==> src/rtl/cpu_pkg.sv <==
// Shared CPU definitions: default widths, HALT encoding, fetch FSM states and
// the prefetch entry layout.
package cpu_pkg;

    localparam int ADDR_W_DEF = 8;
    localparam int DATA_W_DEF = 32;

    localparam logic [31:0] HALT_INSTR = 32'hFFFF_FFFF;

    typedef enum logic [1:0] {
        RUN   = 2'd0,
        FLUSH = 2'd1,
        HALT  = 2'd2
    } fetch_state_t;

    typedef struct packed {
        logic [ADDR_W_DEF-1:0] pc;
        logic [DATA_W_DEF-1:0] instr;
    } fetch_entry_t;

endpackage

==> src/rtl/sync_fifo.sv <==
// Single-clock FIFO with registered storage and combinational head read.
// clear has priority over push; pop on empty and push on full are ignored.
module sync_fifo #(
    parameter int DEPTH = 4,
    parameter int WIDTH = 40,
    localparam int AW = $clog2(DEPTH),
    localparam int CW = AW + 1
) (
    input  logic             clk,
    input  logic             srst_i,
    input  logic             push_i,
    input  logic             pop_i,
    input  logic             clear_i,
    input  logic [WIDTH-1:0] din_i,
    output logic [WIDTH-1:0] dout_o,
    output logic [CW-1:0]    count_o,
    output logic             full_o,
    output logic             empty_o
);

    logic [WIDTH-1:0] mem_q [DEPTH];
    logic [AW-1:0]    wr_ptr_q, rd_ptr_q;
    logic [CW-1:0]    count_q;
    logic             do_push, do_pop;
    logic [DEPTH-1:0] wr_en;

    assign empty_o = (count_q == '0);
    assign full_o  = (count_q == CW'(DEPTH));
    assign do_pop  = pop_i && !empty_o;
    assign do_push = push_i && (!full_o || do_pop) && !clear_i;

    for (genvar gi = 0; gi < DEPTH; gi++) begin : g_wr_en
        assign wr_en[gi] = do_push && (wr_ptr_q == AW'(gi));
    end

    always_ff @(posedge clk) begin
        for (int i = 0; i < DEPTH; i++) begin
            if (wr_en[i]) begin
                mem_q[i] <= din_i;
            end
        end
    end

    always_ff @(posedge clk) begin
        if (srst_i || clear_i) begin
            wr_ptr_q <= '0;
            rd_ptr_q <= '0;
            count_q  <= '0;
        end else begin
            if (do_push) wr_ptr_q <= wr_ptr_q + AW'(1);
            if (do_pop)  rd_ptr_q <= rd_ptr_q + AW'(1);
            case ({do_push, do_pop})
                2'b10:   count_q <= count_q + CW'(1);
                2'b01:   count_q <= count_q - CW'(1);
                default: count_q <= count_q;
            endcase
        end
    end

    assign dout_o  = mem_q[rd_ptr_q];
    assign count_o = count_q;

endmodule

==> src/rtl/instr_fetch_unit.sv <==
// Instruction fetch: PC, 1-cycle ROM interface, credit-gated prefetch FIFO and
// redirect flush. Define FETCH_HALT_EN to stop fetching on the HALT encoding.
module instr_fetch_unit
    import cpu_pkg::*;
#(
    parameter int ADDR_W     = ADDR_W_DEF,
    parameter int DATA_W     = DATA_W_DEF,
    parameter int FIFO_DEPTH = 4,
    parameter logic [ADDR_W-1:0] RESET_PC = '0
) (
    input  logic              clk,
    input  logic              rst_n,
    output logic [ADDR_W-1:0] imem_addr,
    input  logic [DATA_W-1:0] imem_instr,
    input  logic              redirect_valid,
    input  logic [ADDR_W-1:0] redirect_pc,
    output logic              out_valid,
    input  logic              out_ready,
    output logic [DATA_W-1:0] out_instr,
    output logic [ADDR_W-1:0] out_pc,
    output logic              halted
);

    localparam int CW = $clog2(FIFO_DEPTH) + 1;
    localparam int EW = ADDR_W + DATA_W;

    fetch_state_t      state_q, state_d;
    logic [ADDR_W-1:0] pc_q, inflight_pc_q;
    logic              inflight_q;

    logic              issue, push, pop, clear, has_credit;
    logic [CW-1:0]     fifo_count, occ;
    logic              fifo_full, fifo_empty;
    logic [EW-1:0]     fifo_dout;

    assign pop = out_valid && out_ready;
    // Occupancy counts the in-flight ROM read so its push can never overflow.
    assign occ = fifo_count + CW'(inflight_q) - CW'(pop);
    assign has_credit = (occ < CW'(FIFO_DEPTH)) && !(fifo_full && !pop);
    assign push = inflight_q && (state_q == RUN);

    always_comb begin
        state_d = state_q;
        issue   = 1'b0;
        clear   = 1'b0;
        unique case (state_q)
            RUN, FLUSH: begin
                if (redirect_valid) begin
                    state_d = FLUSH;
                    clear   = 1'b1;
                end else begin
                    state_d = RUN;
                    issue   = has_credit;
`ifdef FETCH_HALT_EN
                    if (push && (imem_instr == DATA_W'(HALT_INSTR))) begin
                        state_d = HALT;
                    end
`endif
                end
            end
`ifdef FETCH_HALT_EN
            HALT: begin
                if (redirect_valid) begin
                    state_d = FLUSH;
                    clear   = 1'b1;
                end
            end
`endif
            default: state_d = RUN;
        endcase
    end

    always_ff @(posedge clk) begin
        if (rst_n) begin
            state_q <= RUN;
        end else begin
            state_q <= state_d;
        end
    end

    always_ff @(posedge clk) begin
        if (rst_n) begin
            pc_q          <= RESET_PC;
            inflight_q    <= 1'b0;
            inflight_pc_q <= '0;
        end else if (clear) begin
            pc_q       <= redirect_pc;
            inflight_q <= 1'b0;
        end else begin
            inflight_q <= issue;
            if (issue) begin
                inflight_pc_q <= pc_q;
                pc_q          <= pc_q + ADDR_W'(1);
            end
        end
    end

    sync_fifo #(
        .DEPTH (FIFO_DEPTH),
        .WIDTH (EW)
    ) u_fifo (
        .clk     (clk),
        .srst_i  (rst_n),
        .push_i  (push),
        .pop_i   (pop),
        .clear_i (clear),
        .din_i   ({inflight_pc_q, imem_instr}),
        .dout_o  (fifo_dout),
        .count_o (fifo_count),
        .full_o  (fifo_full),
        .empty_o (fifo_empty)
    );

    assign imem_addr = pc_q;
    assign out_valid = !fifo_empty;
    assign out_pc    = fifo_empty ? '0 : fifo_dout[EW-1:DATA_W];
    assign out_instr = fifo_empty ? '0 : fifo_dout[DATA_W-1:0];

`ifdef FETCH_HALT_EN
    assign halted = (state_q == HALT);
`else
    assign halted = 1'b0;
`endif

endmodule

==> config.mk <==
export PLATFORM = sky130hd
export DESIGN_NAME = instr_fetch_unit
export DESIGN_NICKNAME = d
export VERILOG_FILES = /design/src/rtl/cpu_pkg.sv /design/src/rtl/sync_fifo.sv /design/src/rtl/instr_fetch_unit.sv
export SDC_FILE = /design/constraint.sdc
export NUM_CORES = 1
export LEC_CHECK = 0
export BUFFER_PORTS_ARGS = -buffer_cell sky130_fd_sc_hd__buf_2
export CORE_MARGIN = 2
export CORE_UTILIZATION = 43
export DETAILED_ROUTE_END_ITERATION = 10
export PLACE_DENSITY = 0.64
export SYNTH_ARGS = -nofsm -noshare
export SYNTH_HDL_FRONTEND = slang
export SYNTH_HIERARCHICAL = 1
export SYNTH_SLANG_ARGS = --single-unit
==> constraint.sdc <==
create_clock -name clk -period 2.9 [get_ports clk]
set_input_delay 0.145 -clock clk [delete_from_list [all_inputs] [get_ports clk]]
set_output_delay 0.145 -clock clk [all_outputs]
set_load 0.05 [all_outputs]
# Word-level counts from Yosys, hierarchy flattened
# Memories as Yosys holds them, arrays and structs flattened. A register that Yosys moved wholly into a read port is not among the register bits.
# Index checks and enable logic that the tools add are counted.
op_classes:
  add_sub_neg: 7
  n_lt_le_gt_ge: 1
  n_eq_ne: 7
  mux: 29
  n_bitwise: 2
  n_reduce_logical: 30
ops:
  columns: ["cell", "n"]
  rows:
  - ["$mux W40", 3]
  - ["$reduce_or A40 Y1", 3]
  - ["$mux W32", 1]
  - ["$mux W8", 3]
  - ["$mux W1", 16]
  - ["$logic_and A1 B1 Y1", 11]
  - ["$mux W2", 5]
  - ["$add A8 B1 Y8 const B", 1]
  - ["$eq A2 B1 Y1 const B", 3]
  - ["$eq A2 B2 Y1 const B", 3]
  - ["$pmux W3 S2", 1]
  - ["$reduce_or A2 Y1", 3]
  - ["$logic_not A1 Y1", 5]
  - ["$add A2 B1 Y2 const B", 2]
  - ["$logic_not A2 Y1", 2]
  - ["$reduce_bool A2 Y1", 2]
  - ["$add A3 B1 Y3", 1]
  - ["$add A3 B1 Y3 const B", 1]
  - ["$eq A3 B3 Y1 const B", 1]
  - ["$logic_not A3 Y1", 1]
  - ["$lt A3 B3 Y1 const B", 1]
  - ["$sub A3 B1 Y3", 1]
  - ["$sub A3 B1 Y3 const B", 1]
  - ["$logic_or A1 B1 Y1", 2]
  - ["other kinds (2)", 3]
word_totals:
  reg_bits: 26
  ram_bits: 160
  input_bits: 44
  output_inout_bits: 50
  wordCells: 84
  memories: 1
memory_table:
  columns: ["memory", "words", "width", "rd", "rd_ports_with_merged_regs", "write_ports", "line", "rtl"]
  rows:
  - ["u_fifo.mem_q", 4, 40, 1, 1, 1, "sync_fifo.sv:21", "logic [WIDTH-1:0] mem_q [DEPTH];"]

# Depth between registers and ports, before layout
# Gate-level depths: netlist (run 1).
depth:
  depth_word: 14
  depth_mapped: 12
  mapped_depth_nobuf: 12

# Cells and area by module
# Netlist (run 1), hierarchy kept.
by_module_without_submodules:
  columns: ["module", "n_inst", "cells_per_inst", "area_per_inst_um2"]
  rows:
  - ["sync_fifo", 1, 266, 6283.5]
  - ["instr_fetch_unit", 1, 147, 1178.6]

# Worst setup path before layout (run 1)
# Ideal clock, no wire load.
synth_path:
  kind: "register to register"
  startpoint: "register u_fifo.count_q[1] (netlist: u_fifo/count_o[1])"
  endpoint: "register pc_q[7] (netlist: imem_addr[7])"
  arrival_ns: 2.766
  t_required_ns: 2.788
  setup_slack_ns: 0.021
  stages_incl_launch_ff: 12
  synth_period_minus_slack_ns: 2.879
  cell_sequence: "dfxtp_1 > nor3_2 > nand2b_4 > inv_1 > ha_1 > inv_1 > ha_1 > and3b_1 > a2111oi_4 > nor2_2 > or3_1 > a2111oi_1"
synth_between:
  elab_chain_len: 10
  word_cells_on_any_way: 14
  cone_classes: "add/sub: 2; order compare: 1; eq/ne: 1; mux: 2; reduce/logical: 8"
synth_lines:
  columns: ["item", "line", "rtl"]
  rows:
  - ["start, declared", "sync_fifo.sv:23", "logic [CW-1:0] count_q;"]
  - ["start signal, assigned", "sync_fifo.sv:53", "2'b10: count_q <= count_q + CW'(1);"]
  - ["start signal, assigned", "sync_fifo.sv:54", "2'b01: count_q <= count_q - CW'(1);"]
  - ["start signal, assigned", "sync_fifo.sv:55", "default: count_q <= count_q;"]
  - ["$logic_not A3 Y1 (*)", "sync_fifo.sv:27", "assign empty_o = (count_q == '0);"]
  - ["via fifo_empty", "instr_fetch_unit.sv:33", "logic fifo_full, fifo_empty;"]
  - ["$logic_not A1 Y1 (*)", "instr_fetch_unit.sv:115", "assign out_valid = !fifo_empty;"]
  - ["$logic_and A1 B1 Y1 (*)", "instr_fetch_unit.sv:36", "assign pop = out_valid && out_ready;"]
  - ["via pop", "instr_fetch_unit.sv:31", "logic issue, push, pop, clear, has_credit;"]
  - ["parallel branches: the longest is 3 deep, another holds $sub A3 B1 Y3", null, null]
  - ["$logic_and A1 B1 Y1 (*)", "instr_fetch_unit.sv:39", "assign has_credit = (occ < CW'(FIFO_DEPTH)) && !(fifo_full && !pop);"]
  - ["$mux W1 (*)", "instr_fetch_unit.sv:48", "if (redirect_valid) begin"]
  - ["$mux W1 (*)", "instr_fetch_unit.sv:46", "unique case (state_q)"]
  - ["$reduce_bool A2 Y1 (no source line) (*)", null, null]
  - ["end signal, assigned", "instr_fetch_unit.sv:87", "pc_q <= redirect_pc;"]
  - ["end signal, assigned", "instr_fetch_unit.sv:93", "pc_q <= pc_q + ADDR_W'(1);"]
  - ["end, declared", "instr_fetch_unit.sv:28", "logic [ADDR_W-1:0] pc_q, inflight_pc_q;"]
# Mark *: on every way through the listed nets, which the timed path passes.
# A chain may end at the register's enable or synchronous reset.

# Final worst setup path (run 1)
layout_path:
  startpoint: "register u_fifo.count_q[2] (netlist: u_fifo/count_o[2])"
  endpoint: "register pc_q[7] (netlist: imem_addr[7])"
# Same word-level chain as after synthesis.

==> flow_summary.json, run 1 <==
{
  "status": "complete, no violations",
  "fmax_mhz": 369.4,
  "tns_ns": 0,
  "min_period_ns": 2.707,
  "post_dp_cell_area_sq_um": 8293,
  "ys_warn_count": 6,
  "synth_cell_types": 43,
  "start_util_pct": 43.60,
  "slew_viol_final": 0,
  "cap_violations": 0,
  "postSynth.asyncResetShare_pct": 0,
  "remaining_drc_errors": 0,
  "setup_viol": 0,
  "syn_inst": 413,
  "relSlewSlack_pct": 59.84,
  "wire_per_inst_um": 17.10,
  "switching_share_pct": 20.68,
  "clk_pin_slew_ns": 0.07,
  "p_per_area_nw_per_um2": 578.0,
  "muxShareOfSynthArea_pct": 13.28,
  "gp_congestion": 0.8397,
  "synthSimpleGateAreaFrac_pct": 7.243,
  "cp_num_buf_inv": 2,
  "finalPower_w": 0.005320,
  "dpl.hpwl_um": 8526,
  "hold_class": "input port to flip-flop",
  "synth-compound-area-share_pct": 2.934,
  "ioPinCount": 94,
  "cts_buffers": 17,
  "synth-xor-area-share_pct": 0.7042,
  "synth-seq-area-share_pct": 71.63,
  "clockRootBuffer": "clkbuf_16",
  "drtIter0Drc": 241,
  "finalCritPeriodShare_pct": 93.34,
  "cts_tree": "built",
  "p_leak_nw": 3.237,
  "ys.flop_type": "edfxtp_1",
  "rows": 48,
  "nets": 610,
  "clockBufferDepth": 2,
  "grt-ovfl-total": 0,
  "vias_per_cell": 5.098,
  "drive_gt1_share_pct": 33.39,
  "die_area_sq_um": 18420,
  "drt_pass1_iterations": 4,
  "cp.required_ns": 3.21,
  "coreArea_sq_um": 17120,
  "grt_pass1_wl_um": 21390,
  "syn2layout_area_growth_pct": 23.36,
  "seqPwrFrac_pct": 55.9,
  "irDropWorstVdd_mv": 0.4201,
  "numClockSinks": 187,
  "htreeDepth": 4,
  "rsz0062_at_grt": "no",
  "netlist_area_sq_um": 7462,
  "critPathMaxStageDelay_ns": 0.51,
  "insertion_delay_ns": 0.42,
  "utilization_pct": 53.78,
  "die_width_um": 135.7,
  "criticalPathCategory": "flip-flop to flip-flop",
  "postLayoutCellArea_sq_um": 9205,
  "grt_pass1_vias": 4146,
  "cp_slowest_cell": "dfxtp_1",
  "p_int_w": 0.004220,
  "critPathMaxFanout": 8,
  "synth-seq-cells": 187,
  "hold_viol_final": 0,
  "cp_cell_sequence": "nor3_4, nand2b_4, inv_1, ha_1, inv_1, ha_1, and3b_1, a2111oi_4, nor2_2, or3_1, a2111oi_1",
  "syn-num-nets": 466,
  "synth-edff-count": 160,
  "p_comb_share_pct": 4.9,
  "via_count": 4048,
  "worst_pin_slew_ns": 0.6024,
  "crit_path_start_kind": "flip-flop",
  "grt_max_degree": 44,
  "antennaDiodeCount": 0,
  "antenna_found_initial": 0,
  "synth.avg_cell_area_sq_um": 18.07,
  "grt_usage_pct": 15.66,
  "synthAdderAreaFrac_pct": 1.610,
  "ant_nets": 0,
  "synth_top_family_by_area": "multiplexers",
  "wl_um": 13580,
  "cpLargestDelayFamily": "simple AND/OR/NAND/NOR gates",
  "clock_skew_ns": 0.006868,
  "die_h_um": 135.7,
  "net-switching-power_w": 0.001100,
  "worstSetupEndpointType": "flip-flop",
  "cp_data_arrival_time_ns": 3.02,
  "port_buffers": 92,
  "whs_ns": 0.04900,
  "power.share.clock_pct": 39.2
}
## worst paths after layout
path                            slack (ns)                             from                   endpoint  depth (start not counted)
worst max-delay path                  0.19   u_fifo/count_o[2]$_SDFFE_PP0P_  imem_addr[7]$_SDFFE_PP0P_                         11
worst min-delay path                  0.05                   redirect_pc[5]  imem_addr[5]$_SDFFE_PP0P_                          4
worst max register to register        0.19   u_fifo/count_o[2]$_SDFFE_PP0P_  imem_addr[7]$_SDFFE_PP0P_                         11
worst min register to register        0.51  u_fifo/rd_ptr_q[1]$_SDFFE_PP0P_                  flip-flop                          2
## metal layers
| layer | vias to the layer above | wire (um) | track usage [%] |
|---|---|---|---|
| li1 | 1889 | - | - |
| met5 | - | 0 | 0 |
| met2 | 106 | 6550 | 24.86 |
| met1 | 2039 | 6197 | 20.91 |
| met4 | 0 | 189 | 6.366 |
| met3 | 14 | 641 | 3.779 |
## cell families (layout without fill, tap and decap cells)
family | after synthesis | count (layout)
AND/OR/NAND/NOR | 93 | 93
XOR/XNOR | 6 | 6
other | 1 | 1
multiplexers | 49 | 49
flip-flops | 187 | 187
buffers and inverters | 38 | 194
adder cells (fa/ha/maj) | 9 | 9
AO/OA/AOI/OAI | 30 | 30
## stage by stage
step | setup slack [ns] | cells
after floorplan | 0.02148 | 413
after global placement | 0.2302 | 726
after detailed placement | 0.09812 | 726
after CTS | 0.07894 | 794
after global routing | 0.02115 | 794
final | 0.1931 | 794
## worst reg2reg max path, stage by stage (launching register included)
cell       delay (ns)
dfxtp_1          0.51
nor3_4           0.06
nand2b_4         0.16
inv_1            0.08
ha_1             0.15
inv_1            0.04
ha_1             0.26
and3b_1          0.22
a2111oi_4        0.29
nor2_2           0.16
or3_1            0.33
a2111oi_1        0.33
## layout by cell type (no fill, tap or decap), types with 7 or more instances in the layout
cell type / n
dfxtp_1: 25
mux4_2: 40
ha_1: 8
buf_4: 10
nor2b_1: 40
dlygate4sd3_1: 37
a21oi_1: 8
inv_1: 18
nor2_1: 21
o21ai_0: 7
mux2i_1: 9
edfxtp_1: 160
buf_2: 92
clkbuf_16: 17
## registers in the layout, indices dropped and copies added (netlist names), named ones only
name,flops
u_fifo/count_o,3
inflight_pc_q,8
imem_addr,8
inflight_q,1
u_fifo/rd_ptr_q,2
u_fifo/mem_q,160
u_fifo/wr_ptr_q,2
state_q,1
## cell usage after synthesis (3+ instances only)
cell type,count,area share (%)
nand3_1,5,0.34
a211oi_1,3,0.30
mux4_2,40,12
o21ai_0,7,0.47
xor2_1,5,0.59
nor2_1,21,1.1
nor2b_1,40,3.4
dfxtp_1,27,7.2
nand2_1,4,0.20
edfxtp_1,160,64
o21a_1,3,0.30
clkbuf_1,9,0.45
inv_1,18,0.91
mux2i_1,9,1.2
ha_1,8,1.3
o31a_1,3,0.35
a21oi_1,8,0.54
buf_6,5,0.75
or3_1,4,0.34
buf_2,5,0.34
and2_1,4,0.34
nor3_1,4,0.27
## final cells by class
class | count | area, sq um
Clock buffer | 17 | 425.4
Fill cell | 1362 | 7911
Clock inverter | 14 | 107.6
Timing Repair Buffer | 145 | 1026
Inverter | 18 | 67.56
Tap cell | 225 | 281.5
Sequential cell | 187 | 5350
Multi-Input combinational cell | 188 | 1947
## power by group through the flow
stage	Clock [W]	Combinational [W]	Sequential [W]
floorplan	0	0.000107	0.00306
global placement	0	0.000216	0.00303
detailed placement	0	0.000223	0.00303
CTS	0.00213	0.000264	0.00298
global route	0.00224	0.000282	0.00298
finish	0.00208	0.000261	0.00297
## timing repair
action                                  CTS  global route
endpoints found under the setup margin    0             3
endpoints found under the hold margin   133             0
resized for setup                         0             1
hold buffers                             37             0
buffers inserted                          0             0
Power figures use the tool's default switching activity.
==> run 2, diff against run 1 <==
Settings changed: CTS_BUF_LIST from default to sky130_fd_sc_hd__clkbuf_16, REMOVE_ABC_BUFFERS from default to 1.
==> run 2 against run 1 <==
Net effect:
- via count rose by 0.27%
- highest routed layer unchanged
- die area stayed put
- clock power is 15% higher
- final cell count is 0.50% lower
- count of clock-buffer cells in the layout is the same
- worst setup slack better by 0.058 ns
- critical path depth increased by 2
- clock skew fell by 0.00052 ns
- sequential cell count is the same
- wire length up 1.5%
- global-route usage grew 0.20 points
==> flow_summary.json, run 2 (synthesized netlist as in run 1, its figures left out) <==
{
  "status": "complete, no violations",
  "p_leak_nw": 3.241,
  "layout_commonest_cell": "edfxtp_1",
  "insertion_delay_ns": 0.42,
  "cp.required_ns": 3.24,
  "p_per_area_nw_per_um2": 608.6,
  "hold_viol_final": 0,
  "placedCellCount": 723,
  "syn2layout_area_growth_pct": 23.78,
  "place_ws_ns": 0.1528,
  "grt_pass1_vias": 4167,
  "reg2reg_to": "u_fifo/count_o[2]$_SDFFE_PP0P_",
  "crit_path_start_kind": "flip-flop",
  "die_area_sq_um": 18420,
  "numClockSinks": 187,
  "nets": 606,
  "tns_ns": 0,
  "clockBufferDepth": 2,
  "antenna_found_initial": 0,
  "drt_pass1_iterations": 4,
  "htreeDepth": 4,
  "start_util_pct": 43.60,
  "min_period_ns": 2.648,
  "drive_gt1_share_pct": 33.98,
  "gp_congestion": 0.7817,
  "layout_common_cells": "160 x edfxtp_1, 92 x buf_2, 40 x nor2b_1, 40 x mux4_2, 36 x dlygate4sd3_1",
  "min_path_cells": 3,
  "fmax_mhz": 377.6,
  "r2r_slack_ns": 0.25,
  "slew_viol_final": 0,
  "clk_pin_slew_ns": 0.07,
  "critPathMaxFanout": 5,
  "relSlewSlack_pct": 59.49,
  "final.setup.worst_slack_ns": 0.2516,
  "dpl.hpwl_um": 8117,
  "remaining_drc_errors": 0,
  "antennaDiodeCount": 0,
  "grt_pass1_wl_um": 21830,
  "worstHoldStart": "redirect_pc[7]",
  "post_cts_buffers": 0,
  "die_h_um": 135.7,
  "grt_max_degree": 44,
  "grt-ovfl-total": 0,
  "hold_end": "imem_addr[7]$_SDFFE_PP0P_",
  "r2r-start": "u_fifo/count_o[1]$_SDFFE_PP0P_",
  "wl_um": 13790,
  "cap_violations": 0,
  "die_width_um": 135.7,
  "drtIter0Drc": 247,
  "vias_per_cell": 5.138,
  "regMostFlops": "u_fifo/mem_q",
  "reg2reg_depth": 13,
  "hold_class": "input port to flip-flop",
  "irDropWorstVdd_mv": 0.3996,
  "wire_per_inst_um": 17.45,
  "ant_nets": 0,
  "clockRootBuffer": "clkbuf_16",
  "grt_usage_pct": 15.86,
  "coreArea_sq_um": 17120,
  "largest_register_ffs": 160,
  "clock_skew_ns": 0.006351,
  "finalCritPeriodShare_pct": 91.32,
  "criticalPathCategory": "flip-flop to flip-flop",
  "worst_pin_slew_ns": 0.6076,
  "nFillCells": 1378,
  "ioPinCount": 94,
  "rows": 48,
  "via_count": 4059,
  "cts_tree": "built",
  "setup_viol": 0,
  "worstSetupEndpointType": "flip-flop",
  "port_buffers": 92,
  "stdcell_count": 790,
  "cp_data_arrival_time_ns": 2.99,
  "cts_buffers": 17
}
[run 2: changes by cell type in the layout (fill, tap and decap cells not counted), sizes merged]
cell	change
buf	-3
bufinv	+3
dlygate4sd3	-1
clkinvlp	+3
clkinv	-8
inv	+2
[run 2: stage by stage]
step | hold WS [ns] | util (%) | power (W) | instance area [sq um]
after floorplan | 0.2117 | - | 0.003156 | 7340
after global placement | 0.3543 | 48.17 | 0.003244 | 8245
after detailed placement | 0.3610 | 48.17 | 0.003252 | 8245
after CTS | 0.004460 | 53.90 | 0.005682 | 9226
after global routing | 0.04346 | 53.96 | 0.005809 | 9236
final | 0.03461 | 53.96 | 0.005621 | 9236
[run 2: report_power, final]
group          internal [W]  switching, W  total [W]
sequential          0.00295     0.0000267    0.00298
combinational      0.000108      0.000149   0.000257
clock               0.00144      0.000949    0.00239
[run 2: repair_timing]
item / 4_1_cts / 5_1_grt
setup endpoints to repair: 0 / 2
endpoints found under the hold margin: 132 / 0
hold buffers: 36 / 0
gates resized for setup: 0 / 2
[run 2: final cells by class]
type                       count  area [sq um]  area share (%)
clock buffer                  17         425.4           4.606
clock inverter                14         195.2           2.113
inverter                      18         67.56          0.7315
multi-input combinational    188          1947           21.08
sequential                   187          5351           57.94
tap                          225         281.5           3.048
timing repair buffer         141         968.4           10.48
[run 2: worst max path at each step]
stage,start,to,slack (ns)
detailed placement,u_fifo/count_o[2]$_SDFFE_PP0P_,u_fifo/count_o[2]$_SDFFE_PP0P_,0.15
global route,u_fifo/count_o[1]$_SDFFE_PP0P_,u_fifo/count_o[2]$_SDFFE_PP0P_,-0.006
floorplan,u_fifo/count_o[1]$_SDFFE_PP0P_,inflight_pc_q[0]$_SDFFE_PP0P_,-1.54
CTS,u_fifo/count_o[2]$_SDFFE_PP0P_,u_fifo/count_o[2]$_SDFFE_PP0P_,0.14
finish,u_fifo/count_o[1]$_SDFFE_PP0P_,u_fifo/count_o[2]$_SDFFE_PP0P_,0.25
global placement,u_fifo/count_o[2]$_SDFFE_PP0P_,imem_addr[7]$_SDFFE_PP0P_,0.23
[run 2: worst max-delay path, cell delays in order, from the launching register on]
cell	delay, ns
dfxtp_1	0.33
nor3_4	0.19
nand2b_4	0.16
inv_1	0.05
buf_4	0.15
nor4b_4	0.24
nor3_1	0.15
inv_1	0.08
ha_1	0.18
inv_1	0.06
fa_1	0.37
xor2_1	0.16
or3_1	0.30
a21oi_1	0.15
[run 2: routing by layer]
layer,vias to the layer above,share of wire [%],global-route usage [%]
met2,90,51,26.82
met5,-,0,0
li1,1867,-,-
met4,0,0.88,4.919
met3,11,4.9,4.564
met1,2091,43,19.87
==> run 3, diff against run 2 <==
Settings changed: HOLD_SLACK_MARGIN from default to 0.08.
==> run 3 against run 2 <==
Net effect:
- sequential cell count unchanged
- combinational power increased by 2%
- count of clock-buffer cells in the layout unchanged
- worst hold slack improved by 0.064 ns
- sequential share of layout area decreased by 0.25 points
- sequential power about the same
- die area unchanged
==> flow_summary.json, run 3 (synthesized netlist as in run 1, its figures left out) <==
{
  "status": "complete, no violations",
  "worstSetupEndpointType": "flip-flop",
  "cp_data_arrival_time_ns": 3.00,
  "cts_tree": "built",
  "finalCritPeriodShare_pct": 91.37,
  "start_util_pct": 43.60,
  "slew_viol_final": 0,
  "p_leak_nw": 3.258,
  "crit_path_start_kind": "flip-flop",
  "post_cts_buffers": 0,
  "drive_gt1_share_pct": 33.74,
  "layout_commonest_cell": "edfxtp_1",
  "grt_pass1_vias": 4190,
  "vias_per_cell": 5.179,
  "gp_congestion": 0.7817,
  "clockBufferDepth": 2,
  "setup_viol": 0,
  "ff_latch_area_sq_um": 5351,
  "p_int_w": 0.004500,
  "relSlewSlack_pct": 58.97,
  "reg2reg_to": "u_fifo/count_o[2]$_SDFFE_PP0P_",
  "dpl.hpwl_um": 8117,
  "worst_pin_slew_ns": 0.6154,
  "stdcell_count": 794,
  "wire_per_inst_um": 17.48,
  "min_path_cells": 2,
  "via_count": 4112,
  "grt_max_degree": 44,
  "ioPinCount": 94,
  "numClockSinks": 187,
  "grt-ovfl-total": 0,
  "min_period_ns": 2.650,
  "r2r-start": "u_fifo/count_o[1]$_SDFFE_PP0P_",
  "finalPower_w": 0.005628,
  "largest_register_ffs": 160,
  "hold_end": "imem_addr[5]$_SDFFE_PP0P_",
  "multi_input_comb_area_sq_um": 1947,
  "antenna_found_initial": 0,
  "net-switching-power_w": 0.001128,
  "hold_viol_final": 0,
  "die_h_um": 135.7,
  "placedCellCount": 723,
  "seqPwrFrac_pct": 52.9,
  "syn2layout_area_growth_pct": 24.31,
  "worstHoldStart": "redirect_valid",
  "grt_usage_pct": 15.92,
  "critPathMaxFanout": 5,
  "ant_nets": 0,
  "rows": 48,
  "clockRootBuffer": "clkbuf_16",
  "cap_violations": 0,
  "hold_class": "input port to flip-flop",
  "r2r_slack_ns": 0.25,
  "switching_share_pct": 20.05,
  "coreArea_sq_um": 17120,
  "insertion_delay_ns": 0.42,
  "antennaDiodeCount": 0,
  "clk_pin_slew_ns": 0.07,
  "power.share.clock_pct": 42.5,
  "cp.required_ns": 3.25,
  "die_area_sq_um": 18420,
  "nets": 610,
  "fmax_mhz": 377.4,
  "p_comb_share_pct": 4.6,
  "irDropWorstVdd_mv": 0.4039,
  "criticalPathCategory": "flip-flop to flip-flop",
  "grt_pass1_wl_um": 21930,
  "p_per_area_nw_per_um2": 606.7,
  "layout_common_cells": "160 x edfxtp_1, 92 x buf_2, 40 x nor2b_1, 40 x dlygate4sd3_1, 40 x mux4_2",
  "reg2reg_depth": 13,
  "clock_skew_ns": 0.007416,
  "drtIter0Drc": 274,
  "htreeDepth": 4,
  "port_buffers": 92,
  "drt_pass1_iterations": 4,
  "die_width_um": 135.7,
  "regMostFlops": "u_fifo/mem_q",
  "remaining_drc_errors": 0,
  "wl_um": 13880,
  "cts_buffers": 17,
  "nFillCells": 1377
}
run 3: power by group through the flow:
stage | sequential (W) | clock [W] | combinational (W)
final | 0.00298 | 0.00239 | 0.000261
after floorplan | 0.00306 | 0 | 0.0000997
after global routing | 0.00298 | 0.00255 | 0.000284
after global placement | 0.00303 | 0 | 0.000212
after detailed placement | 0.00303 | 0 | 0.000219
after CTS | 0.00298 | 0.00245 | 0.000263
run 3: worst max path at each step:
| stage | endpoint | cells after the start | start |
|---|---|---|---|
| 2_1_floorplan | inflight_pc_q[0]$_SDFFE_PP0P_ | 11 | u_fifo/count_o[1]$_SDFFE_PP0P_ |
| 4_1_cts | u_fifo/count_o[2]$_SDFFE_PP0P_ | 13 | u_fifo/count_o[2]$_SDFFE_PP0P_ |
| 3_3_place_gp | imem_addr[7]$_SDFFE_PP0P_ | 11 | u_fifo/count_o[2]$_SDFFE_PP0P_ |
| 5_1_grt | u_fifo/count_o[2]$_SDFFE_PP0P_ | 13 | u_fifo/count_o[1]$_SDFFE_PP0P_ |
| 3_5_place_dp | u_fifo/count_o[2]$_SDFFE_PP0P_ | 13 | u_fifo/count_o[2]$_SDFFE_PP0P_ |
| 6_report | u_fifo/count_o[2]$_SDFFE_PP0P_ | 13 | u_fifo/count_o[1]$_SDFFE_PP0P_ |
run 3: metrics by stage:
step           hold WS (ns)  setup TNS, ns  area (sq um)  setup WS [ns]  util (%)
2_1_floorplan        0.2117        -135.28          7340         -1.536         -
3_3_place_gp         0.3543              0          8245         0.2291     48.17
3_5_place_dp         0.3610              0          8245         0.1528     48.17
4_1_cts             0.08622              0          9266         0.1351     54.14
5_1_grt              0.1064      -0.005929          9276      -0.005929     54.20
6_report            0.09904              0          9276         0.2502     54.20
run 3: worst max-delay path, cell delays in order, from the launching register on:
cell and delay (ns):
dfxtp_1 0.33, nor3_4 0.19, nand2b_4 0.16, inv_1 0.05, buf_4 0.15, nor4b_4 0.24, nor3_1 0.15, inv_1 0.08
ha_1 0.18, inv_1 0.06, fa_1 0.37, xor2_1 0.16, or3_1 0.30, a21oi_1 0.15
run 3: cell type report:
| type | count | share of cell area, % |
|---|---|---|
| well taps | 225 | 3.035 |
| clock inverters | 14 | 2.104 |
| clock buffers | 17 | 4.586 |
| repair buffers | 145 | 10.87 |
| inverters | 18 | 0.7284 |
| multi-input cells | 188 | 20.99 |
| flip-flops and latches | 187 | 57.69 |
run 3: timing repair:
item | CTS | global route
endpoints found under the hold margin | 136 | 0
gates resized for setup | 0 | 2
endpoints found under the setup margin | 0 | 2
hold buffers | 40 | 0
run 3: metal layers:
metal	vias to the layer above	part of all wire, %	global-route usage [%]
met2	98	51	27.02
li1	1874	-	-
met5	-	0	0
met3	15	5.2	4.564
met4	0	1.1	4.919
met1	2125	42	19.87
